File: src/rtl/assoc_cache_miss_ctrl.sv
// Tag, valid and LRU state for split 2-way I/D caches.
// One shared miss-fill / write-through FSM with D-over-I arbitration.
module assoc_cache_miss_ctrl #(
  parameter int ADDR_W   = 16,
  parameter int WORD_W   = 16,
  parameter int SET_BITS = 6,
  parameter int OFF_BITS = 4
) (
  input  logic                      clk,
  input  logic                      rst,
  input  logic                      i_req,
  input  logic [ADDR_W-1:0]         i_addr,
  input  logic                      d_req,
  input  logic                      d_we,
  input  logic [ADDR_W-1:0]         d_addr,
  output logic                      i_hit,
  output logic                      i_way,
  output logic                      d_hit,
  output logic                      d_way,
  output logic                      i_stall,
  output logic                      d_stall,
  output logic                      fill_we,
  output logic                      fill_dcache,
  output logic                      fill_way,
  output logic [SET_BITS-1:0]       fill_set,
  output logic [OFF_BITS-$clog2(WORD_W/8)-1:0] fill_word,
  output logic                      mem_req,
  output logic                      mem_we,
  output logic [ADDR_W-1:0]         mem_addr,
  input  logic                      mem_ready
);

  localparam int TAG_W = ADDR_W - SET_BITS - OFF_BITS;
  localparam int BB    = $clog2(WORD_W / 8);
  localparam int WB    = OFF_BITS - BB;
  localparam int SETS  = 1 << SET_BITS;
  localparam logic [WB-1:0]     LAST  = '1;
  localparam logic [ADDR_W-1:0] AMASK = ADDR_W'((1 << BB) - 1);

  typedef enum logic [1:0] {IDLE, FILL, TAG, WRITE} state_e;

  state_e                  state_q;
  logic [WB-1:0]           cnt_q;
  logic                    tgt_q;
  logic                    way_q;
  logic [SET_BITS-1:0]     set_q;
  logic [TAG_W-1:0]        tagl_q;
  // [cache][way][set], cache 1 = D
  logic [1:0][1:0][SETS-1:0] vld_q;
  logic [1:0][SETS-1:0]      lru_q;
  logic [TAG_W-1:0]          tag_q [2][2][SETS];

  logic [SET_BITS-1:0] i_set, d_set, v_set;
  logic [TAG_W-1:0]    i_tag, d_tag, v_tag;
  logic i_h0, i_h1, d_h0, d_h1;
  logic i_miss, d_ld_miss, tgt_d, v_way;
  logic unused_off;

  assign i_set = i_addr[OFF_BITS +: SET_BITS];
  assign d_set = d_addr[OFF_BITS +: SET_BITS];
  assign i_tag = i_addr[ADDR_W-1 -: TAG_W];
  assign d_tag = d_addr[ADDR_W-1 -: TAG_W];
  assign unused_off = ^i_addr[OFF_BITS-1:0];

  assign i_h0 = vld_q[0][0][i_set] && (tag_q[0][0][i_set] == i_tag);
  assign i_h1 = vld_q[0][1][i_set] && (tag_q[0][1][i_set] == i_tag);
  assign d_h0 = vld_q[1][0][d_set] && (tag_q[1][0][d_set] == d_tag);
  assign d_h1 = vld_q[1][1][d_set] && (tag_q[1][1][d_set] == d_tag);

  assign i_hit = i_h0 | i_h1;
  assign i_way = i_h1;
  assign d_hit = d_h0 | d_h1;
  assign d_way = d_h1;

  assign i_stall = i_req & ~i_hit;
  assign d_stall = d_req & ~(d_hit & ~d_we)
                 & ~((state_q == WRITE) & mem_ready);

  assign i_miss    = i_req & ~i_hit;
  assign d_ld_miss = d_req & ~d_we & ~d_hit;
  assign tgt_d     = d_ld_miss;
  assign v_set     = tgt_d ? d_set : i_set;
  assign v_tag     = tgt_d ? d_tag : i_tag;

  // Invalid ways are consumed before the LRU way
  assign v_way = !vld_q[tgt_d][0][v_set] ? 1'b0 :
                 !vld_q[tgt_d][1][v_set] ? 1'b1 :
                 lru_q[tgt_d][v_set];

  assign fill_we     = (state_q == FILL) & mem_ready;
  assign fill_dcache = tgt_q;
  assign fill_way    = way_q;
  assign fill_set    = set_q;
  assign fill_word   = cnt_q;
  assign mem_req     = (state_q == FILL) | (state_q == WRITE);
  assign mem_we      = (state_q == WRITE);

  always_comb begin
    mem_addr = '0;
    if (state_q == FILL)
      mem_addr = ADDR_W'({tagl_q, set_q, cnt_q}) << BB;
    else if (state_q == WRITE)
      mem_addr = d_addr & ~AMASK;
  end

  always_ff @(posedge clk or posedge rst) begin
    if (rst) begin
      state_q <= IDLE;
      cnt_q   <= '0;
      tgt_q   <= 1'b0;
      way_q   <= 1'b0;
      set_q   <= '0;
      tagl_q  <= '0;
      vld_q   <= '0;
      lru_q   <= '0;
    end else begin
      if (i_req && i_hit)
        lru_q[0][i_set] <= ~i_way;
      if (d_req && !d_we && d_hit)
        lru_q[1][d_set] <= ~d_way;
      unique case (state_q)
        IDLE: begin
          if (d_req && d_we) begin
            state_q <= WRITE;
          end else if (d_ld_miss || i_miss) begin
            state_q <= FILL;
            tgt_q   <= tgt_d;
            set_q   <= v_set;
            tagl_q  <= v_tag;
            way_q   <= v_way;
            cnt_q   <= '0;
            vld_q[tgt_d][v_way][v_set] <= 1'b0;
          end
        end
        FILL: begin
          if (mem_ready) begin
            cnt_q <= cnt_q + 1'b1;
            if (cnt_q == LAST)
              state_q <= TAG;
          end
        end
        TAG: begin
          vld_q[tgt_q][way_q][set_q] <= 1'b1;
          lru_q[tgt_q][set_q]        <= ~way_q;
          state_q                    <= IDLE;
        end
        WRITE: begin
          if (mem_ready)
            state_q <= IDLE;
        end
      endcase
    end
  end

  // Tags are qualified by valid, so they need no reset
  always_ff @(posedge clk) begin
    if (state_q == TAG)
      tag_q[tgt_q][way_q][set_q] <= tagl_q;
  end

endmodule
File: config.mk
export PLATFORM = sky130hd
export DESIGN_NAME = assoc_cache_miss_ctrl
export DESIGN_NICKNAME = d
export VERILOG_FILES = /design/src/rtl/assoc_cache_miss_ctrl.sv
export SDC_FILE = /design/constraint.sdc
export NUM_CORES = 2
export LEC_CHECK = 0
export ABC_AREA = 1
export CORE_ASPECT_RATIO = 1.4
export CORE_MARGIN = 2
export CORE_UTILIZATION = 40
export DETAILED_ROUTE_END_ITERATION = 6
export PLACE_DENSITY_LB_ADDON = 0.25
export RECOVER_POWER = 50
export SYNTH_ARGS = -nofsm -noshare
export SYNTH_HDL_FRONTEND = slang
export SYNTH_SLANG_ARGS = --single-unit
File: constraint.sdc
create_clock -name clk -period 27.5 [get_ports clk]
set_clock_uncertainty 0.15 [all_clocks]
set_input_delay 6.875 -clock clk [delete_from_list [all_inputs] [get_ports clk]]
set_output_delay 6.875 -clock clk [all_outputs]
set_load 0.02 [all_outputs]
* Yosys cells after proc, flatten, opt, wreduce, memory -nomap -nowiden
Memory sizes are Yosys's and may differ from the RTL's. Index checks and enable logic that the tools add are counted.
Word-level totals: bits in registers 403, bits in latches 0, RAM bits 1536, bits in read-only memories 0, output and inout port bits 36, logic and storage cells 183, memories 1
Cells by class: $add $sub $neg 1, $mul 0, divide/modulo/power cells 0, order comparisons 22, equality and inequality tests 14, shifts and indexed selects 0, muxes and demuxes 79, bitwise operators 27, reductions and logical operators 27
Memories:
- tag_q | depth 2, width 768, read ports 2, clocked after memory_dff 0, write ports 1, RTL line 51 | logic [TAG_W-1:0] tag_q [2][2][SETS];
Operators with widths (number):
- 768-bit 2-to-1 mux | 1
- 128-bit 2-to-1 mux | 5
- 256-bit 2-to-1 mux | 2
- 256-bit one-hot mux with 2 select lines | 1
- 64-bit 2-to-1 mux | 7
- 384-bit demux with 1-bit select | 1
- 384-bit 2-to-1 mux | 1
- 256-bit bitwise AND | 1
- 128-bit demux with 1-bit select | 2
- 256-bit inverter | 1
- 256-bit OR | 1
- 64-bit demux with 1-bit select | 3
- 6-bit binary-select mux with 6-bit select | 4
- 128-bit bitwise mux | 1
- 64-bit bitwise mux | 2
- 6-bit 2-to-1 mux | 11
- 1-bit binary-select mux with 6-bit select | 7
- 6-bit demux with 6-bit select | 1
- 16-bit 2-to-1 mux | 2
- 6-bit by 7-bit < comparator with 1-bit output, second input constant | 4
- 1-bit demux with 6-bit select | 4
- 6-bit equality test | 4
- 6-bit by 1-bit greater-or-equal comparator with 1-bit output, second input constant | 4
- 7-bit greater-or-equal comparator, second input constant | 3
- 29 further kinds | 97

* Depth between registers and ports, before layout
depth in word-level cells 26, mapped depth 39, depth with buffers taken out 32

* Least setup slack after synthesis
No wires, ideal clock.
path kind input to output, start point input d_addr[5], end point output d_stall, arrival time 9629 ps, path slack 10846 ps, stages 19, buffers on the path 6, cells stage by stage buf_2 -> inv_2 -> nor2_1 -> buf_2 -> buf_2 -> o211ai_1 -> nand2_1 -> o21ai_0 -> nand2_1 -> nor2_1 -> nand3_1 -> nand2_1 -> inv_1 -> nand4_1 -> buf_2 -> buf_1 -> buf_1 -> a21oi_1 -> a211oi_1
Between the ends: word-level cells in the longest chain between the ends 11
RTL lines:
- start: declaration | RTL line 15 | input logic [ADDR_W-1:0] d_addr,
- 6-bit inverter with 7-bit output (implied by the code) | RTL line 67, 68
- 6-bit binary-select mux with 6-bit select, on equally long branches | RTL line 67, 68
- 6-bit 2-to-1 mux, on equally long branches (2 in a row) | RTL line 67, 68
- 6-bit equality test, on equally long branches | RTL line 67, 68
- 1-bit logical AND, on equally long branches | RTL line 67, 68
- 1-bit OR * | RTL line 72 | assign d_hit = d_h0 | d_h1;
- 1-bit bitwise AND * | RTL line 76 | assign d_stall = d_req & ~(d_hit & ~d_we)
- 1-bit inverter * | RTL line 76
- 1-bit bitwise AND * | RTL line 76
- 1-bit bitwise AND * | RTL line 77 | & ~((state_q == WRITE) & mem_ready);
- end: declaration | RTL line 21 | output logic d_stall,
Mark *: on every way between the ends. The rest lies on a longest branch, timed or not. The select of a mux whose other input is x is not followed.

* Worst setup path in the final report
start point input i_addr[4], end point output i_stall
Between the ends: word-level cells in the longest chain between the ends 9
RTL lines:
- start: declaration | RTL line 12 | input logic [ADDR_W-1:0] i_addr,
- 6-bit inverter with 7-bit output (implied by the code) | RTL line 65, 66
- 6-bit binary-select mux with 6-bit select, on equally long branches | RTL line 65, 66
- 6-bit 2-to-1 mux, on equally long branches (2 in a row) | RTL line 65, 66
- 6-bit equality test, on equally long branches | RTL line 65, 66
- 1-bit logical AND, on equally long branches | RTL line 65, 66
- 1-bit OR * | RTL line 70 | assign i_hit = i_h0 | i_h1;
- 1-bit inverter * | RTL line 75 | assign i_stall = i_req & ~i_hit;
- 1-bit bitwise AND * | RTL line 75
- end: declaration | RTL line 20 | output logic i_stall,
Marked as above.

==> impl_metrics.tcl <==
set metrics [dict create \
    layout_min_cycle_time_ns 20.30 \
    worst-path-max-fanout 82 \
    first_pass_iters 6 \
    synthCells 9125 \
    hold_depth 2 \
    synth_top_area_cell "edfxtp_1" \
    io_buffer_count 67 \
    worstRegToRegCells 1 \
    leakage_nw 38.6 \
    rsz0062_at_grt "false" \
    antenna_found_initial 8 \
    status "complete, but fails checks" \
    viasPerCell 5.58 \
    setup_ws_ns 7.20 \
    fin_util_pct 44.4 \
    place_ws_ns 7.32 \
    grt_start_max_net_pins 197 \
    met1_usage_pct 33.7 \
    ir_drop_mv 0.0916 \
    finalPower_mw 7.79 \
    cts.clk_slew.worst_paths_ns 0.06 \
    path_class "in2out" \
    wl_per_cell_um 25.8 \
    overflow 0 \
    drc 5 \
    critical_path_required_ns 20.48 \
    worst_setup_path_end_kind "output pin" \
    cap_violations 22 \
    tightest_slew_ns 9.13 \
    syn_to_final_growth_pct 10.5 \
    cp.arrival_ns 13.27 \
    yosysWarnings 0 \
    syn_area_sq_mm 0.0885 \
    vias 67300 \
    hp-start "vld_q[192]$_DFFE_PP0P_" \
    grt.busiest_layer "met2" \
    yosys.cell_count.top_type "nand2_1" \
    num_rows 204 \
    initial_core_util_pct 40.2 \
    r2r-start "tagl_q[0]$_DFFE_PP0P_" \
    routabilityCongestion 0.971 \
    failed_checks "design-rule violations, max-capacitance violations, max-slew violations" \
    coreArea_sq_mm 0.220 \
    synthDistinctLibCells 48 \
    cts.sinks 1939 \
    rr_endpoint "tag_q[0][132]$_DFFE_PP_" \
    die_x_um 402 \
    die_height_um 561 \
    synthTopCellsByArea "edfxtp_1, dfrtp_1, nand2_1, inv_1, nor2_1" \
    final_layout_size_suffix_gt1_share_pct 6.18 \
    wirelength_um 311000 \
    ys.flop_type "edfxtp_1" \
    cts_setup_buffers 0 \
    start_kind "input pin" \
    die-area_sq_mm 0.225 \
    rrSetupSlack_ns 17.36 \
    grt_use_met2_pct 43.4 \
    dp_hpwl_um 207000 \
    drt_iter0_markers 8330 \
    cts-root-buf "clkbuf_16" \
    synth-seq-area-share_pct 63.5 \
    cts_tree "yes" \
    ant_nets 0 \
    hold_buffers 0 \
    period_share_pct 73.8 \
    cts-buffers-inserted 186 \
    pin_count 74 \
    synth_edf_count 1536 \
    grt.total_usage_pct 27.0 \
    synthArstFlopShare_pct 20.8 \
    ys_top_cells_by_count "nand2_1, edfxtp_1, inv_1, nor2_1, nand3_1" \
    grt_pass1_wl_um 447000 \
    ys_seq_elements 1939 \
    synth_nets 9165 \
    nNetsFinal 9057 \
    fmax_mhz 49.3 \
    yosys.area.top_type_share_pct 52.1 \
    htree_levels 4 \
    synth.avg_cell_area_sq_um 9.70 \
    slew_headroom_pct -509 \
    fin_setup_tns_ns 0 \
    power_density_mw_per_mm2 79.6 \
    hold_end "vld_q[192]$_DFFE_PP0P_" \
    clock_latency_ns 0.87 \
    hold_path_class "reg2reg" \
    drv_slew 1661 \
    finalSetupViolations 0 \
    grt.met3_usage_pct 3.69 \
    finalHoldViolCount 0 \
    grt_pass1_vias 63800 \
    cts_resized 0 \
    clockBufferDepth 4 \
]
sequential cells by signal, indices dropped and copies added, names as in the netlist:
signal	cells
tag_q	1536
vld_q	256
lru_q	128
fill_set	6
tagl_q	6
fill_word	3
state_q	2
fill_dcache	1
fill_way	1
final cells by class:
class	instances	area, sq um
flip-flops and latches	1939	56200
clock inverters	94	1040
inverters	1119	4240
multi-input cells	5569	26000
diodes	7	17.5
fillers	20700	123000
repair buffers	202	1690
well taps	2884	3610
clock buffers	238	4970
metal layers:
metal  vias to the layer above  share of wire, %
met5                         -            0.0087
met4                         4               8.3
met3                       804               7.3
met2                      3339                46
met1                     32700                38
li1                      30500                 -
cells by family (layout without fill, tap and decap cells):
group	count (synthesis)	in the layout	share of synthesized area, %
compound gates	1177	1177	8.34
xor+xnor	3	3	0.0297
fa+ha+maj	2	2	0.0283
buf+inv	1617	1653	7.40
flops	1939	1939	63.5
other cells	1	8	0.00424
simple gates	4386	4386	20.7
critical path, stage by stage:
cell	delay (ns)
clkdlybuf4s50_1	0.66
inv_1	0.29
nand3_1	0.59
buf_4	0.45
inv_4	0.32
buf_12	0.36
nand2_1	0.10
nand2_1	0.09
a221oi_1	0.05
nand4_1	0.33
nand2_1	0.09
nand2_1	0.07
nor2_1	0.04
nand4_1	0.08
nor2_1	0.05
or2_2	0.30
nor3_1	0.28
nand4_1	0.58
nand3_1	0.65
inv_1	0.15
clkdlybuf4s50_1	0.58
cell usage in the layout, fill, tap and decap left out, types with 85 or more instances in the layout:
master,n
a221oi_1,85
a22oi_1,114
buf_4,110
clkbuf_16,188
dfrtp_1,402
edfxtp_1,1536
inv_1,1093
nand2_1,2589
nand3_1,552
nand4_1,280
nor2_1,749
o211ai_1,180
o21ai_0,507
or2_2,105
through the flow:
step,hold WS [ns],area [sq um],cells
final,0.346,97800,12100
after floorplan,0.292,88500,9125
after CTS,0.353,97900,12000
after global placement,0.320,91900,11700
after detailed placement,0.337,91900,11700
after global routing,0.376,97800,12000
worst max path at each step:
stage / startpoint / endpoint / slack [ns] / depth (start not counted)
6_report: i_addr[4] / i_stall / 7.20 / 21
3_3_place_gp: i_addr[4] / i_stall / 7.28 / 21
3_5_place_dp: i_addr[4] / i_stall / 7.32 / 21
4_1_cts: i_addr[4] / i_stall / 7.32 / 21
2_1_floorplan: rst / fill_dcache$_DFFE_PP0P_ / 9.27 / 1
5_1_grt: i_addr[4] / i_stall / 6.99 / 21
report_power, final:
part           internal, mW  total, mW  switching [mW]
sequential             3.70       3.87           0.170
combinational         0.251       1.31            1.06
clock                  1.47       2.60            1.13
total                  5.42       7.79            2.36
Note: power is estimated with default switching activity, not from simulation.
